==> src/rtl/ru_fault_allocator_pkg.sv <==
// Shared types and sizing helpers for the redundant-unit fault allocator.
package ru_fault_allocator_pkg;

  typedef enum logic [1:0] {
    IDLE   = 2'd0,
    SCAN   = 2'd1,
    COMMIT = 2'd2
  } allocState_t;

  localparam int DEF_ROWS   = 4;
  localparam int DEF_COLS   = 4;
  localparam int DEF_NUM_RU = 4;

  // Index width for n entries, never narrower than one bit.
  function automatic int widthOf(input int n);
    return (n > 2) ? $clog2(n) : 1;
  endfunction

endpackage

==> src/rtl/ru_fault_allocator_if.sv <==
// Fault-matrix input and committed RU mapping bundle of the allocator.
interface ru_fault_allocator_if
  import ru_fault_allocator_pkg::*;
#(
  parameter int ROWS   = DEF_ROWS,
  parameter int COLS   = DEF_COLS,
  parameter int NUM_RU = DEF_NUM_RU
) ();
  localparam int CB = widthOf(COLS);
  localparam int RB = widthOf(NUM_RU);

  logic                   stw_complete;
  logic [ROWS*COLS-1:0]   fault_mat;
  logic                   clear_map;
  logic [NUM_RU-1:0]      ru_en;
  logic [CB*NUM_RU-1:0]   ru_col_mapping;
  logic [COLS-1:0]        col_remapped;
  logic [RB*COLS-1:0]     col_ru_idx;
  logic                   alloc_busy;
  logic                   alloc_done;
  logic                   unrepairable;

  modport master (
    output stw_complete, fault_mat, clear_map,
    input  ru_en, ru_col_mapping, col_remapped, col_ru_idx,
           alloc_busy, alloc_done, unrepairable
  );

  modport slave (
    input  stw_complete, fault_mat, clear_map,
    output ru_en, ru_col_mapping, col_remapped, col_ru_idx,
           alloc_busy, alloc_done, unrepairable
  );
endinterface

==> src/rtl/ru_fault_allocator_col_reduce.sv <==
// Combinational OR-reduction telling whether any PE of the selected column is faulty.
module ru_col_fault_reduce
  import ru_fault_allocator_pkg::*;
#(
  parameter int ROWS = DEF_ROWS,
  parameter int COLS = DEF_COLS,
  parameter int CB   = widthOf(DEF_COLS)
) (
  input  logic [ROWS*COLS-1:0] i_faultMat,
  input  logic [CB-1:0]        i_colSel,
  output logic                 o_colFaulty
);
  logic [COLS-1:0] w_colAny;

  // Fold every row onto one per-column vector, then pick the scanned column.
  always_comb begin
    w_colAny = '0;
    for (int r = 0; r < ROWS; r++) begin
      w_colAny = w_colAny | i_faultMat[r*COLS +: COLS];
    end
  end

  assign o_colFaulty = w_colAny[i_colSel];
endmodule

==> src/rtl/ru_fault_allocator.sv <==
// Scans the latched fault matrix column by column and atomically commits RU bindings.
// Define RU_ALLOC_STICKY_EN to accumulate faults across STW runs until clear/reset.
module ru_fault_allocator
  import ru_fault_allocator_pkg::*;
#(
  parameter int ROWS   = DEF_ROWS,
  parameter int COLS   = DEF_COLS,
  parameter int NUM_RU = DEF_NUM_RU
) (
  input  logic                 clk,
  input  logic                 rst,
  ru_fault_allocator_if.slave  bus
);
  localparam int CB = widthOf(COLS);
  localparam int RB = widthOf(NUM_RU);
  localparam int NB = widthOf(NUM_RU + 1);
  localparam logic [CB-1:0] LAST_COL = CB'(COLS - 1);
  localparam logic [NB-1:0] RU_LIMIT = NB'(NUM_RU);

  allocState_t              r_state;
  allocState_t              w_nextState;
  logic [ROWS*COLS-1:0]     r_faultMat;
  logic [CB-1:0]            r_colPtr;
  logic [NB-1:0]            r_nextRu;
  logic                     w_colFaulty;

  logic [NUM_RU-1:0]          r_shEn, r_ruEn;
  logic [NUM_RU-1:0][CB-1:0]  r_shMap, r_ruMap;
  logic [COLS-1:0]            r_shColv, r_colRemap;
  logic [COLS-1:0][RB-1:0]    r_shColIdx, r_colRuIdx;
  logic                       r_shUnrep, r_unrep;

  ru_col_fault_reduce #(
    .ROWS (ROWS),
    .COLS (COLS),
    .CB   (CB)
  ) u_reduce (
    .i_faultMat  (r_faultMat),
    .i_colSel    (r_colPtr),
    .o_colFaulty (w_colFaulty)
  );

  always_ff @(posedge clk) begin
    if (!rst) r_state <= IDLE;
    else      r_state <= w_nextState;
  end

  always_comb begin
    w_nextState = r_state;
    if (bus.clear_map) begin
      w_nextState = IDLE;
    end else begin
      case (r_state)
        IDLE:    if (bus.stw_complete) w_nextState = SCAN;
        SCAN:    if (r_colPtr == LAST_COL) w_nextState = COMMIT;
        COMMIT:  w_nextState = IDLE;
        default: w_nextState = IDLE;
      endcase
    end
  end

  // Bindings build up in shadow registers so the datapath never sees a half-done map.
  always_ff @(posedge clk) begin
    if (!rst || bus.clear_map) begin
      r_faultMat <= '0;
      r_colPtr   <= '0;
      r_nextRu   <= '0;
      r_shEn     <= '0;
      r_shMap    <= '0;
      r_shColv   <= '0;
      r_shColIdx <= '0;
      r_shUnrep  <= 1'b0;
      r_ruEn     <= '0;
      r_ruMap    <= '0;
      r_colRemap <= '0;
      r_colRuIdx <= '0;
      r_unrep    <= 1'b0;
    end else begin
      case (r_state)
        IDLE: begin
          if (bus.stw_complete) begin
`ifdef RU_ALLOC_STICKY_EN
            r_faultMat <= r_faultMat | bus.fault_mat;
`else
            r_faultMat <= bus.fault_mat;
`endif
            r_colPtr   <= '0;
            r_nextRu   <= '0;
            r_shEn     <= '0;
            r_shMap    <= '0;
            r_shColv   <= '0;
            r_shColIdx <= '0;
            r_shUnrep  <= 1'b0;
          end
        end
        SCAN: begin
          if (w_colFaulty) begin
            if (r_nextRu < RU_LIMIT) begin
              r_shEn[r_nextRu[RB-1:0]]  <= 1'b1;
              r_shMap[r_nextRu[RB-1:0]] <= r_colPtr;
              r_shColv[r_colPtr]        <= 1'b1;
              r_shColIdx[r_colPtr]      <= r_nextRu[RB-1:0];
              r_nextRu                  <= r_nextRu + 1'b1;
            end else begin
              r_shUnrep <= 1'b1;
            end
          end
          r_colPtr <= r_colPtr + 1'b1;
        end
        COMMIT: begin
          r_ruEn     <= r_shEn;
          r_ruMap    <= r_shMap;
          r_colRemap <= r_shColv;
          r_colRuIdx <= r_shColIdx;
          r_unrep    <= r_shUnrep;
        end
        default: ;
      endcase
    end
  end

  assign bus.ru_en          = r_ruEn;
  assign bus.ru_col_mapping = r_ruMap;
  assign bus.col_remapped   = r_colRemap;
  assign bus.col_ru_idx     = r_colRuIdx;
  assign bus.unrepairable   = r_unrep;
  assign bus.alloc_busy     = (r_state == SCAN);
  assign bus.alloc_done     = (r_state == COMMIT) && !bus.clear_map;
endmodule

==> src/flat_wrapper.sv <==
// flat-port wrapper written by rule: the top's interface ports become plain ports
module ru_fault_allocator_flat import ru_fault_allocator_pkg::*;
#(
  parameter int ROWS   = DEF_ROWS,
  parameter int COLS   = DEF_COLS,
  parameter int NUM_RU = DEF_NUM_RU
)
  (clk, rst, bus_stw_complete, bus_fault_mat, bus_clear_map, bus_ru_en, bus_ru_col_mapping, bus_col_remapped, bus_col_ru_idx, bus_alloc_busy, bus_alloc_done, bus_unrepairable);
  ru_fault_allocator_if #(.ROWS(ROWS), .COLS(COLS), .NUM_RU(NUM_RU)) bus_i ();
  input  logic clk;
  input  logic rst;
  input wire logic [$bits(bus_i.stw_complete)-1:0] bus_stw_complete;
  input wire logic [$bits(bus_i.fault_mat)-1:0] bus_fault_mat;
  input wire logic [$bits(bus_i.clear_map)-1:0] bus_clear_map;
  output wire logic [$bits(bus_i.ru_en)-1:0] bus_ru_en;
  output wire logic [$bits(bus_i.ru_col_mapping)-1:0] bus_ru_col_mapping;
  output wire logic [$bits(bus_i.col_remapped)-1:0] bus_col_remapped;
  output wire logic [$bits(bus_i.col_ru_idx)-1:0] bus_col_ru_idx;
  output wire logic [$bits(bus_i.alloc_busy)-1:0] bus_alloc_busy;
  output wire logic [$bits(bus_i.alloc_done)-1:0] bus_alloc_done;
  output wire logic [$bits(bus_i.unrepairable)-1:0] bus_unrepairable;
  assign bus_i.stw_complete = bus_stw_complete;
  assign bus_i.fault_mat = bus_fault_mat;
  assign bus_i.clear_map = bus_clear_map;
  assign bus_ru_en = bus_i.ru_en;
  assign bus_ru_col_mapping = bus_i.ru_col_mapping;
  assign bus_col_remapped = bus_i.col_remapped;
  assign bus_col_ru_idx = bus_i.col_ru_idx;
  assign bus_alloc_busy = bus_i.alloc_busy;
  assign bus_alloc_done = bus_i.alloc_done;
  assign bus_unrepairable = bus_i.unrepairable;
  ru_fault_allocator #(.ROWS(ROWS), .COLS(COLS), .NUM_RU(NUM_RU)) u_core (.clk(clk), .rst(rst), .bus(bus_i));
endmodule
==> config.mk <==
export PLATFORM = sky130hd
export DESIGN_NAME = ru_fault_allocator_flat
export DESIGN_NICKNAME = d
export VERILOG_FILES = /design/src/rtl/ru_fault_allocator_pkg.sv /design/src/rtl/ru_fault_allocator_if.sv /design/src/rtl/ru_fault_allocator_col_reduce.sv /design/src/rtl/ru_fault_allocator.sv /design/src/flat_wrapper.sv
export SDC_FILE = /design/constraint.sdc
export NUM_CORES = 1
export LEC_CHECK = 0
export ABC_AREA = 1
export BUFFER_PORTS_ARGS = -buffer_cell sky130_fd_sc_hd__buf_4
export CAP_MARGIN = 20
export CORE_MARGIN = 1.5
export CORE_UTILIZATION = 55
export CTS_BUF_LIST = sky130_fd_sc_hd__clkbuf_4 sky130_fd_sc_hd__clkbuf_8 sky130_fd_sc_hd__clkbuf_16
export DETAILED_ROUTE_END_ITERATION = 6
export PLACE_DENSITY = 0.83
export SLEW_MARGIN = 25
export SYNTH_ARGS = -nofsm -noshare
export SYNTH_HDL_FRONTEND = slang
export SYNTH_HIERARCHICAL = 1
export SYNTH_SLANG_ARGS = --single-unit
==> constraint.sdc <==
create_clock -name clk -period 1.8 [get_ports clk]
set_input_delay 0.27 -clock clk [delete_from_list [all_inputs] [get_ports clk]]
set_output_delay 0.27 -clock clk [all_outputs]
set_load 0.05 [all_outputs]
==> qor.yml <==
synth-seq-cells: 73
antenna_left: 0
syn_nets: 389
cts_tree: "yes"
period_needed_ns: 1.61
slew_headroom_pct: 68.3
max_freq_mhz: 622
synthesis.area_um2: 2830
final-setup-viol-count: 0
rsz0062_at_grt: "false"
hold_depth: 3
gp_congestion: 0.881
hold_viol: 0
hold_end: "u_core/r_faultMat[0]"
synth-main-ff-cell: "dfxtp_1"
yosys.area.top_type: "dfxtp_1"
ys_seq_area_share_pct: 51.6
leakagePower_nw: 1.36
power.density_nw_per_um2: 920
slew_violations: 0
worstPathRequired_ns: 1.53
drt_iter0_drc: 185
place_ws_ns: 0.138
path_max_fanout: 10
yosysTopAreaCellShare_pct: 51.6
finalClockSkew_ns: 0.00807
reg2reg_to: "u_core/r_shColIdx[7]"
wl_per_cell_um: 11.6
crit_slowest_cell: "dfxtp_1"
initial_core_util_pct: 58.5
dieArea_um2: 5590
syn_avg_cell_area_um2: 7.85
synth_edf_count: 0
grt_pass1_vias: 2174
irDropWorstVdd_mv: 0.630
numClockSinks: 73
clkLatencyLatePin_ns: 0.34
antenna_found_initial: 0
startpoint_type: "register"
grt_pass1_wl_um: 9550
reg2reg_from: "u_core/r_colPtr[0]"
htreeDepth: 3
num_vias: 2408
postCtsSetupRepairBufs: 0
min_from: "bus_fault_mat[0]"
area_growth_pct: 20.4
port_buffers: 46
clockBufferDepth: 2
fin_cells: 479
synth.area.top_cells: "dfxtp_1, nor2_1, o21ai_0"
hold_slack_ns: 0.181
clkTransAtPathRegs_ns: 0.07
yosysMostFrequentCell: "nor2_1"
rrSetupSlack_ns: 0.19
postSynth.asyncResetShare_pct: 0
row_count: 25
worstSetupPathType: "register to output port"
yosys_warnings: 6
routed_wl_um: 5550
core_area_um2: 4850
setup.worst_path.end_class: "output port"
chipHeight_um: 74.8
synth_common_cells: "nor2_1, dfxtp_1, o21ai_0, nand2_1, a21oi_1"
gr-usage-all-layers_pct: 22.5
cts_made_buffers: 9
syn_inst: 361
cp_cell_sequence: "inv_2 > nand2_1 > nor2_1 > buf_4"
status: "finished clean"
first_pass_iters: 4
nNetsFinal: 435
post-place-cells: 463
fin_tns_setup_ns: 0
io_pins: 47
critPathArrivalTime_ns: 1.34
layout-drive-gt1-share_pct: 20.4
hpwl_um: 3930
grt.overflow.total: 0
cts-root-buf: "clkbuf_8"
antenna_cells: 0
drv_cap: 0
worst_slack_ns: 0.193
hp-class: "input port to register"
grt_max_degree: 27
slowest_delay_ns: 0.34
worst_pin_slew_ns: 0.475
die_w_um: 74.8
vias_per_cell: 5.03
ff2ff_path_depth: 11
post-route-period-util_pct: 89.3
drc: 0
yosysUniqueCellTypes: 24
## sequential cells by signal, indices dropped and copies added (netlist names)
register / flops
u_core/r_state: 2
u_core/r_shColv: 4
u_core/r_shMap: 8
u_core/r_nextRu: 3
u_core/r_shColIdx: 8
u_core/bus.ru_en: 4
u_core/bus.ru_col_mapping: 8
u_core/bus.unrepairable: 1
u_core/bus.col_remapped: 4
u_core/r_colPtr: 2
u_core/r_shUnrep: 1
u_core/r_shEn: 4
u_core/bus.col_ru_idx: 8
u_core/r_faultMat: 16
## placed cells by master (no fill, tap or decap), drive strengths merged
| master | count |
|---|---|
| or2 | 7 |
| nand3b | 2 |
| ha | 8 |
| inv | 15 |
| dfxtp | 73 |
| a211oi | 1 |
| o21ai | 42 |
| a21oi | 30 |
| nor2 | 103 |
| clkbuf | 13 |
| nor3 | 1 |
| nand3 | 23 |
| bufinv | 1 |
| nand2 | 38 |
| buf | 52 |
| a31oi | 1 |
| clkinv | 2 |
## timing repair
| action | 4_1_cts | 5_1_grt |
|---|---|---|
| endpoints found under the setup margin | 0 | 17 |
| resized for setup | 0 | 2 |
| hold buffers | 0 | 0 |
## cells by family (layout without fill, tap and decap cells)
kind of cell	count (synthesis)	count (layout)	share of synthesized area [%]
compound gates	74	74	13.2
fa+ha+maj	8	8	3.53
buf+inv	32	83	5.47
flops	73	73	51.6
simple gates	174	174	26.2
## how the worst max path moves through the flow
stage                                  start              endpoint  slack (ns)  cells past startpoint
final                      u_core/r_state[0]        bus_alloc_done        0.19                      4
after global routing      u_core/r_colPtr[0]     u_core/r_shMap[7]        0.02                     11
after CTS                 u_core/r_colPtr[0]  u_core/r_shColIdx[7]         0.1                     11
after detailed placement  u_core/r_colPtr[0]    u_core/r_nextRu[2]        0.14                     11
after global placement    u_core/r_colPtr[1]  u_core/r_shColIdx[7]        0.22                      9
after floorplan            u_core/r_state[1]        bus_alloc_done        0.14                      3
## through the flow
stage	util, %	total power, mW	cell area [µm²]
2_1_floorplan	-	1.83	2830
3_3_place_gp	66.2	1.88	3210
3_5_place_dp	66.2	1.89	3210
4_1_cts	70.3	3.16	3410
5_1_grt	70.4	3.27	3410
6_report	70.4	3.14	3410
## metal layers
metal	vias up	wire, µm	global-route usage, %
met5	-	0	0
li1	1258	-	-
met4	0	80	9.09
met3	8	262	6.02
met1	1084	2670	28.9
met2	58	2540	36.3
## report_power, final
part | leakage (nW) | switching [mW] | total [mW] | internal [mW]
Sequential | 0.591 | 0.0118 | 1.65 | 1.63
Clock | 0.108 | 0.566 | 1.29 | 0.721
Combinational | 0.665 | 0.125 | 0.204 | 0.0789
Total | 1.36 | 0.703 | 3.14 | 2.43
## cell type report
cell class	count	area, µm²
Sequential cell	73	1460
Inverter	15	56.3
Multi-Input combinational cell	256	1220
Tap cell	67	83.8
Fill cell	417	1440
Clock inverter	3	40.0
Timing Repair Buffer	52	390
Clock buffer	13	160
## critical path: cells and delay by family (launching register included)
family                 cells  cell delay [ns]
DFF                        1             0.34
buffers and inverters      2             0.31
and+or+nand+nor            2             0.34
Power figures use the tool's default switching activity.
